`config.mk`:
```
export PLATFORM = sky130hd
export DESIGN_NAME = alu_mc
export DESIGN_NICKNAME = d
export VERILOG_FILES = /design/src/rtl/alu_mc.sv
export SDC_FILE = /design/constraint.sdc
export NUM_CORES = 1
export LEC_CHECK = 0
export BUFFER_PORTS_ARGS = -buffer_cell sky130_fd_sc_hd__buf_4
export CORE_AREA = 2 2 169 171
export CTS_BUF_LIST = sky130_fd_sc_hd__clkbuf_8
export DETAILED_ROUTE_END_ITERATION = 6
export DIE_AREA = 0 0 171 173
export GPL_TIMING_DRIVEN = 0
export PLACE_DENSITY = 0.67
export SETUP_SLACK_MARGIN = 0.02
export SLEW_MARGIN = 0
export SYNTH_ARGS = -nofsm -noshare
export SYNTH_HDL_FRONTEND = slang
export SYNTH_SLANG_ARGS = --single-unit
```
`constraint.sdc`:
```
create_clock -name clk_i -period 10.8 [get_ports clk_i]
set_input_delay 1.08 -clock clk_i [delete_from_list [all_inputs] [get_ports clk_i]]
set_output_delay 1.08 -clock clk_i [all_outputs]
set_load 0.01 [all_outputs]
```
`src/rtl/alu_mc.sv`:
```
// rtl/alu_mc.sv - multi-cycle ALU: single-cycle logic/arith ops plus 32-step shift-add multiply
module alu_mc (
  input  logic        clk_i,
  input  logic        rst_i,
  input  logic        start_i,
  input  logic [3:0]  ctrl_i,
  input  logic [31:0] src1_i,
  input  logic [31:0] src2_i,
  output logic [31:0] result_o,
  output logic        zero_o,
  output logic        busy_o,
  output logic        done_o
);

  localparam logic [3:0] OP_AND = 4'b0000;
  localparam logic [3:0] OP_OR  = 4'b0001;
  localparam logic [3:0] OP_ADD = 4'b0010;
  localparam logic [3:0] OP_SUB = 4'b0110;
  localparam logic [3:0] OP_SLT = 4'b0111;
  localparam logic [3:0] OP_MUL = 4'b1000;

  typedef enum logic [0:0] {IDLE, MUL} state_t;

  state_t      state_q;
  logic [31:0] result_q;
  logic        done_q;
  logic        busy_q;
  logic [31:0] mcand_q;
  logic [31:0] mplier_q;
  logic [31:0] acc_q;
  logic [4:0]  cnt_q;
  logic [31:0] single_res;
  logic [31:0] acc_step;

  // Signed compare is done directly rather than via the sign of the difference,
  // so SLT stays correct when src1 - src2 overflows.
  always_comb begin
    single_res = 32'd0;
    case (ctrl_i)
      OP_AND:  single_res = src1_i & src2_i;
      OP_OR:   single_res = src1_i | src2_i;
      OP_ADD:  single_res = src1_i + src2_i;
      OP_SUB:  single_res = src1_i - src2_i;
      OP_SLT:  single_res = ($signed(src1_i) < $signed(src2_i)) ? 32'd1 : 32'd0;
      default: single_res = 32'd0;
    endcase
  end

  assign acc_step = acc_q + (mplier_q[0] ? mcand_q : 32'd0);

  always_ff @(posedge clk_i or posedge rst_i) begin
    if (rst_i) begin
      state_q  <= IDLE;
      result_q <= 32'd0;
      done_q   <= 1'b0;
      busy_q   <= 1'b0;
      mcand_q  <= 32'd0;
      mplier_q <= 32'd0;
      acc_q    <= 32'd0;
      cnt_q    <= 5'd0;
    end else begin
      done_q <= 1'b0;
      case (state_q)
        IDLE: begin
          if (start_i) begin
            if (ctrl_i == OP_MUL) begin
              mcand_q  <= src1_i;
              mplier_q <= src2_i;
              acc_q    <= 32'd0;
              cnt_q    <= 5'd0;
              busy_q   <= 1'b1;
              state_q  <= MUL;
            end else begin
              result_q <= single_res;
              done_q   <= 1'b1;
            end
          end
        end
        MUL: begin
          // Only the low word is kept, so the multiplicand may shift out the top.
          acc_q    <= acc_step;
          mcand_q  <= {mcand_q[30:0], 1'b0};
          mplier_q <= {1'b0, mplier_q[31:1]};
          cnt_q    <= cnt_q + 5'd1;
          if (cnt_q == 5'd31) begin
            result_q <= acc_step;
            done_q   <= 1'b1;
            busy_q   <= 1'b0;
            state_q  <= IDLE;
          end
        end
        default: state_q <= IDLE;
      endcase
    end
  end

  assign result_o = result_q;
  assign zero_o   = (result_q == 32'd0);
  assign busy_o   = busy_q;
  assign done_o   = done_q;

endmodule

```
# Word-level counts from Yosys, hierarchy flattened

Cells that the tools add are included.
W data, S select, Z words.

Logic and storage cells: 62
Output and inout port bits: 35
Input port bits: 71
Register bits after elaboration: 136

Bitwise operators: 3
Equality and inequality tests: 10
Add/subtract/negate cells: 4
Reductions and logical operators: 5
$lt $le $gt $ge: 1
Multiplexer cells: 31

Operators by type and width:

| kind                  | count |
|---|---|
| $mux W32              | 10 |
| $pmux W32 S2          | 4 |
| $pmux W32 S5          | 1 |
| $add A32 B32 Y32      | 2 |
| $and A32 B32 Y32      | 1 |
| $logic_not A32 Y1     | 1 |
| $lt A32 B32 Y1        | 1 |
| $or A32 B32 Y32       | 1 |
| $sub A32 B32 Y32      | 1 |
| $mux W1               | 10 |
| $mux W5               | 2 |
| $pmux W5 S2           | 1 |
| $eq A4 B3 Y1 const B  | 2 |
| $ne A2 B2 Y1 const B  | 3 |
| $pmux W1 S2           | 3 |
| $reduce_and A3 Y1     | 2 |
| $add A5 B1 Y5 const B | 1 |
| $eq A5 B5 Y1 const B  | 1 |
| $eq A4 B1 Y1 const B  | 1 |
| $eq A4 B2 Y1 const B  | 1 |
| $eq A4 B4 Y1 const B  | 1 |
| $logic_not A4 Y1      | 1 |
| $ne A2 B1 Y1 const B  | 1 |
| $reduce_and A2 Y1     | 1 |
| $not A1 Y1            | 1 |

# Logic depth before layout (Yosys ltp)

Gate-level depths: netlist of the first run.

Depth in word-level cells: 6
Mapped depth: 13
Mapped depth without buffers: 13

# Least setup slack after synthesis of the first run

Ideal clock, no wire load.

Kind: input -> register
Start point: in src1_i[0]
End point: reg result_q[30] (netlist: result_o[30])
Stages: 13
Arrival time: 3546 ps
Required time: 10681 ps
Library setup time: 119 ps
Slack: 7135 ps
Path buffers: 0
Cell sequence: ha_1 -> inv_1 -> fa_1 -> or2b_1 -> a21oi_1 -> o21ai_0 -> a21oi_1 -> or2_2 -> a31oi_1 -> and4_1 -> a2111oi_0 -> a211o_1 -> a21bo_2

Longest elaborated chain between the ends: 5
Elaborated cells on any way between the ends: 6
Those cells by class: add/sub: 2; mux: 4

Ends and longest elaborated chain:

| element                                              | line   | source |
|---|---|---|
| start, declared                                      | 7      | `input logic [31:0] src1_i,` |
| $sub A32 B32 Y32 or $add A32 B32 Y32 (tied branches) | 43, 42 |  |
| $pmux W32 S5 *                                       | 39     | `case (ctrl_i)` |
| $mux W32 *                                           | 66     | `if (ctrl_i == OP_MUL) begin` |
| $mux W32 *                                           | 65     | `if (start_i) begin` |
| $pmux W32 S2 *                                       | 63     | `case (state_q)` |
| end signal, assigned                                 | 74     | `result_q <= single_res;` |
| end signal, assigned                                 | 86     | `result_q <= acc_step;` |
| end, declared                                        | 25     | `logic [31:0] result_q;` |

Every way passes the cells marked *; elsewhere a longest branch is shown, timed or not. The select of a mux whose other input is x is not followed.
A chain may end at the register's enable or synchronous reset.

# Worst setup path after layout of the first run

Start point: in src2_i[5]
End point: reg result_q[21] (netlist: result_o[21])

Longest elaborated chain between the ends: 5
Elaborated cells on any way between the ends: 6
Those cells by class: add/sub: 2; mux: 4

Ends and longest elaborated chain:

| element                                              | line   | source |
|---|---|---|
| start, declared                                      | 8      | `input logic [31:0] src2_i,` |
| $sub A32 B32 Y32 or $add A32 B32 Y32 (tied branches) | 43, 42 |  |
| $pmux W32 S5 *                                       | 39     |  |
| $mux W32 *                                           | 66     |  |
| $mux W32 *                                           | 65     |  |
| $pmux W32 S2 *                                       | 63     |  |

Marks and branches as above.

==> results.cfg, run 1 <==
[timing]
worst_pin_slew_ns = 1.05
finalCritPeriodShare_pct = 38.2
clock-skew-final_ns = 0.0166
fin_crit_ns = 4.12
max_slew_margin_pct = 29.5
fmax_mhz = 243
fin_setup_tns_ns = 0
setup_viol = 0
hold_violations = 0
drv_slew = 0
rsz0062_at_grt = false

[pwr]
irDropWorstVdd_mv = 0.0684
netSwitchingPower_mw = 1.06
power_leakage_nw = 6.64
power_density_nw_per_um2 = 170
p_clk_share_pct = 17.8
p_sw_share_pct = 44.4
total_power_mw = 2.39
seq_power_share_pct = 37.0
comb_power_share_pct = 45.2
intPower_mw = 1.33

[worst_setup_path]
crit_fanout = 10
critPathRequiredTime_ns = 11.20
rr_worst_depth = 13
crit_path_start_kind = input port
worstSetupPathType = in2reg
cp-end-kind = flip-flop
cp.arrival_ns = 4.52

[detailed_routing]
wl_um = 45400
drc = 0
via_per_inst = 5.88
wl_per_cell_um = 20.8
ant_nets = 0
num_vias = 12800
drt_iter0_drc = 1168
first_pass_iters = 6

[clocking]
cts_sinks = 136
cts-htree-levels = 4
cts_buffer_depth = 2
clk-insertion-delay-late_ns = 0.48
cts_tree = done
ctsHoldBuffers = 0
cts_resized = 0
cts.clk_slew.worst_paths_ns = 0.09
cts_setup_buffers = 0
cts_buffers = 17
cts_root_buf = clkbuf_8

[synthesis]
synth_cell_types = 74
synth_seq_cells = 136
syn_area_um2 = 12400
synthFlopType = dfrtp_1
yosys_warnings = 0
synthArstFlopShare_pct = 100
synth_edf_count = 0
synthCells = 1661
syn_nets = 1867
ys_seq_area_share_pct = 27.5
avgSynthCellArea_um2 = 7.44

[die]
die_w_um = 171
core-area_um2 = 27600
dieArea_um2 = 29600
die_h_um = 173
ioPinCount = 106
rows = 61
start_util_pct = 44.7

[cells_and_area]
layout-drive-gt1-share_pct = 8.90
multi_input_area_um2 = 8200
fin_nets = 1992
mostFrequentLayoutCell = nand2_1
fill_cells = 2819
syn2layout_area_growth_pct = 13.5
register_area_um2 = 3400
final_cell_mix = nand2_1 (231), a21oi_1 (183), nor2_1 (182)

[placed_design]
dp_hpwl_um = 35700
globalplace.congestion = 1.00
port_buffers = 105

[global_routing]
grt_pass1_vias = 12200
globalRouteTotalUtil_pct = 30.6
grt_max_degree = 74
antenna_found_initial = 0
grt_pass1_wl_um = 69400
grt_remaining_overflow = 0

[hold_path]
hold_path_class = reg2reg
min_path_cells = 2

[outcome]
status = finished, final reports clean

[run]
max-cap-violations = 0
==> stage by stage <==
| step | hold WS (ns) | setup WS (ns) | util, % | std cells | cell area, µm² |
|---|---|---|---|---|---|
| 6_report | 0.486 | 6.68 | 50.8 | 2178 | 14000 |
| 5_1_grt | 0.516 | 6.54 | 50.7 | 2176 | 14000 |
| 4_1_cts | 0.490 | 6.82 | 50.7 | 2176 | 14000 |
| 3_5_place_dp | 0.465 | 6.32 | 49.4 | 2145 | 13700 |
| 3_3_place_gp | 0.458 | 4.30 | 49.3 | 2144 | 13600 |
| 2_1_floorplan | 0.450 | 6.08 | - | 1661 | 12400 |
==> worst paths after layout <==
path                                           from                  endpoint  slack (ns)
setup / recovery                          src2_i[5]  result_o[21]$_DFFE_PP0P_        6.68
hold / removal             mplier_q[16]$_DFFE_PP0P_  mplier_q[15]$_DFFE_PP0P_        0.49
setup reg to reg            mplier_q[0]$_DFFE_PP0P_  result_o[31]$_DFFE_PP0P_        7.04
hold reg to reg            mplier_q[16]$_DFFE_PP0P_  mplier_q[15]$_DFFE_PP0P_        0.49
max in group asynchronous                     rst_i    mcand_q[7]$_DFFE_PP0P_        9.32
min in group asynchronous                     rst_i     acc_q[25]$_DFFE_PP0P_        0.68
==> synth_stat cells (all sizes together), types with 4 or more instances <==
master,instances,area share [%]
or3,13,0.66
a221o,10,0.81
a21oi,185,7.6
a2bb2oi,4,0.28
o211ai,13,0.79
nand3,16,0.65
nand2,231,7.0
nor2,182,5.5
a31oi,25,1.3
o22ai,10,0.51
clkbuf,83,2.5
and3,10,0.51
buf,11,0.37
a22o,8,0.57
o21bai,11,0.67
o311ai,4,0.28
xnor2,17,1.2
a211o,4,0.28
o221ai,17,1.2
xor2,15,1.1
nand2b,16,0.81
a221oi,14,1.0
or2,4,0.20
inv,106,3.2
nor3,18,0.77
nor2b,15,0.76
o21a,13,0.79
nand4,9,0.51
a211oi,16,0.97
nor4,15,0.76
a21o,29,1.8
and2,40,2.0
o31ai,7,0.54
ha,132,13
o21ai,164,6.6
mux2i,4,0.32
dfrtp,136,28
==> per-layer routing <==
layer | track usage [%] | part of all wire (%)
met4 | 8.86 | 2.7
met3 | 5.38 | 8.0
met1 | 43.0 | 44
met5 | 0 | 0
met2 | 48.1 | 45
==> registers in the layout, indices dropped and copies added, names as in the netlist <==
signal / flops
cnt_q: 5
acc_q: 32
state_q: 1
mcand_q: 32
mplier_q: 32
done_o: 1
busy_o: 1
result_o: 32
==> layout make-up <==
type / count / share of cell area [%]
multi-input combinational: 1325 / 58.5
sequential: 136 / 24.3
timing repair buffer: 106 / 5.82
tap: 378 / 3.37
inverter: 106 / 2.87
buffer: 94 / 2.56
clock buffer: 18 / 1.77
clock inverter: 13 / 0.847
antenna: 2 / 0.0357
==> power groups by stage <==
stage	logic (mW)	clock network, mW	registers (mW)
final	1.08	0.427	0.884
after global routing	1.20	0.450	0.909
after CTS	1.07	0.432	0.881
after detailed placement	1.07	0	0.889
after global placement	1.04	0	0.885
after floorplan	0.674	0	0.867
==> cell families (layout without fill, tap and decap cells) <==
kind of cell | after synthesis | count (layout) | share of synthesized area, %
other | 0 | 2 | 0
adder cells (fa/ha/maj) | 135 | 135 | 13.8
flip-flops | 136 | 136 | 27.5
XOR/XNOR | 32 | 32 | 2.27
AO/OA/AOI/OAI | 573 | 573 | 29.0
multiplexers | 4 | 4 | 0.324
buffers and inverters | 200 | 337 | 6.12
AND/OR/NAND/NOR | 581 | 581 | 20.9
==> worst max-delay path: stages <==
cell      delay, ns
buf_4          0.08
inv_1          0.07
ha_1           0.29
clkbuf_1       0.34
nor3_1         0.16
o31ai_4        0.12
nand4_2        0.20
a2111o_1       0.46
a311o_1        0.42
a21oi_1        0.17
o21ai_0        0.08
a221oi_1       0.73
a31oi_1        0.13
o21ai_1        0.16
Power figures use the tool's default switching activity.
==> run 2, diff against run 1 <==
==> constraint.sdc (replaced) <==
create_clock -name clk_i -period 3.8 [get_ports clk_i]
set_input_delay 0.38 -clock clk_i [delete_from_list [all_inputs] [get_ports clk_i]]
set_output_delay 0.38 -clock clk_i [all_outputs]
set_load 0.01 [all_outputs]
==> results.cfg, run 2 (synthesis results as in run 1) <==
[cells_and_area]
instances_no_fill = 2180
final_cell_mix = nand2_1 (231), a21oi_1 (183), nor2_1 (182)
syn2layout_area_growth_pct = 14.1
fin_util_pct = 51.0
mostFrequentLayoutCell = nand2_1
fin_nets = 1995
fill_cells = 2843
layout-drive-gt1-share_pct = 9.27
diodes = 0

[worst_setup_path]
crit_fanout = 10
r2r_end = result_o[31]$_DFFE_PP0P_
crit_slowest_cell = dfrtp_1
critPathRequiredTime_ns = 4.21
crit_path_start_kind = flip-flop
rrSetupSlack_ns = 0.23
cp_cell_sequence = clkbuf_2 -> and2_1 -> ha_1 -> o21ai_1 -> a21oi_1 -> o311ai_1 -> a21oi_1 -> nor2_1 -> o21a_1 -> o311ai_1 -> xor2_1 -> or3_1 -> nand3_1
rr_worst_depth = 13
worstSetupPathType = reg2reg
slowest_delay_ns = 0.48
timing.rr.start = mplier_q[0]$_DFFE_PP0P_
cp.arrival_ns = 3.98
cp-end-kind = flip-flop

[pwr]
irDropWorstVdd_mv = 0.234
p_sw_share_pct = 44.9
total_power_mw = 6.87
p_clk_share_pct = 18.5
intPower_mw = 3.79
netSwitchingPower_mw = 3.08
seq_power_share_pct = 36.6
comb_power_share_pct = 44.9
power_density_nw_per_um2 = 487
power_leakage_nw = 6.69

[timing]
setup_viol = 0
fin_crit_ns = 3.57
worst_pin_slew_ns = 1.11
max_slew_margin_pct = 25.3
finalCritPeriodShare_pct = 94.0
fin_setup_tns_ns = 0
hold_violations = 0
drv_slew = 0
finalHoldWorstSlack_ns = 0.184
rsz0062_at_grt = false
clock-skew-final_ns = 0.0254
fmax_mhz = 280

[detailed_routing]
wl_met3_um = 4000
num_vias = 12900
wl_per_cell_um = 21.0
ant_nets = 0
wl_met1_um = 20300
drc = 0
first_pass_iters = 6
wl_met2_um = 20300
wl_um = 45700
via_per_inst = 5.93
drt_iter0_drc = 1315
routed.top_layer = met5

[hold_path]
min_path_cells = 3
hold_path_class = in2reg
min_to = mplier_q[31]$_DFFE_PP0P_
hp-start = src2_i[31]

[global_routing]
globalRouteTotalUtil_pct = 31.0
grt_pass1_wl_um = 70500
antenna_found_initial = 1
grt_remaining_overflow = 0
grt_max_degree = 43
grt_pass1_vias = 12200

[die]
dieArea_um2 = 29600
start_util_pct = 44.7
die_w_um = 171
core-area_um2 = 27600
die_h_um = 173
ioPinCount = 106
rows = 61

[clocking]
cts_sinks = 136
clk-insertion-delay-late_ns = 0.48
cts.clk_slew.worst_paths_ns = 0.10
cts_buffer_depth = 2
cts_tree = done
cts-htree-levels = 4
cts_root_buf = clkbuf_8
cts_buffers = 17

[outcome]
status = finished, final reports clean

[placed_design]
globalplace.congestion = 1.00
dp_hpwl_um = 36100
place_inst = 2147
port_buffers = 105

[run]
max-cap-violations = 0
## run 2: cell count changes in the layout (fill, tap and decap cells not counted), moves of 2 or more
cell      change
buf_12        +3
clkbuf_1      -2
clkbuf_2      +2
clkinv_2      -2
diode_2       -2
inv_8         +2
o311ai_0      -2
o311ai_1      +2
## run 2: how the worst max path moves through the flow
stage,endpoint,slack (ns),cells after the start,from
final,result_o[31]$_DFFE_PP0P_,0.23,13,mplier_q[0]$_DFFE_PP0P_
after detailed placement,result_o[25]$_DFFE_PP0P_,0.009,14,src1_i[7]
after global routing,result_o[31]$_DFFE_PP0P_,0.02,13,mplier_q[0]$_DFFE_PP0P_
after CTS,result_o[31]$_DFFE_PP0P_,0.09,13,mplier_q[0]$_DFFE_PP0P_
after floorplan,result_o[31]$_DFFE_PP0P_,0.83,13,mplier_q[0]$_DFFE_PP0P_
after global placement,result_o[25]$_DFFE_PP0P_,0.004,14,src1_i[7]
## run 2: cell type report
type	instances	area, µm²	area share [%]
inverter	106	402	2.85
clock inverter	15	158	1.12
clock buffer	17	234	1.66
timing repair buffer	109	858	6.09
sequential	136	3400	24.1
buffer	94	362	2.56
multi-input combinational	1325	8210	58.2
tap	378	473	3.35
## run 2: what timing repair did
action	CTS	global route
resized for setup	1	8
setup endpoints to repair	1	11
endpoints found under the hold margin	2	0
hold buffers	1	0
buffers inserted	0	0
gates cloned	0	0
## run 2: stage by stage
stage	worst slack [ns]	instance area [µm²]
2_1_floorplan	0.829	12400
6_report	0.228	14100
3_5_place_dp	0.00913	13700
3_3_place_gp	0.00375	13600
5_1_grt	0.0187	14100
4_1_cts	0.0937	14100
## run 2: critical path: cells and delay by family, from the launching register on
kind | cells | cell delay [ns]
DFF | 1 | 0.48
xor gates and xnor gates | 1 | 0.14
adders and majority gates | 1 | 0.36
buffers and inverters | 1 | 0.21
AOI/OAI and AO/OA | 6 | 1.66
and+or+nand+nor | 4 | 0.67
## run 2: routing by layer
| metal | track usage, % | up-vias |
|---|---|---|
| li1 | - | 6124 |
| met1 | 44.0 | 6170 |
| met2 | 48.0 | 557 |
| met3 | 6.11 | 85 |
| met4 | 8.05 | 2 |
| met5 | 0 | - |
## run 2: power groups by stage
stage          clock [mW]  combinational, mW  sequential (mW)
2_1_floorplan           0               1.92             2.46
3_3_place_gp            0               2.97             2.51
3_5_place_dp            0               3.04             2.53
4_1_cts              1.27               3.05             2.50
5_1_grt              1.32               3.43             2.59
6_report             1.27               3.09             2.51
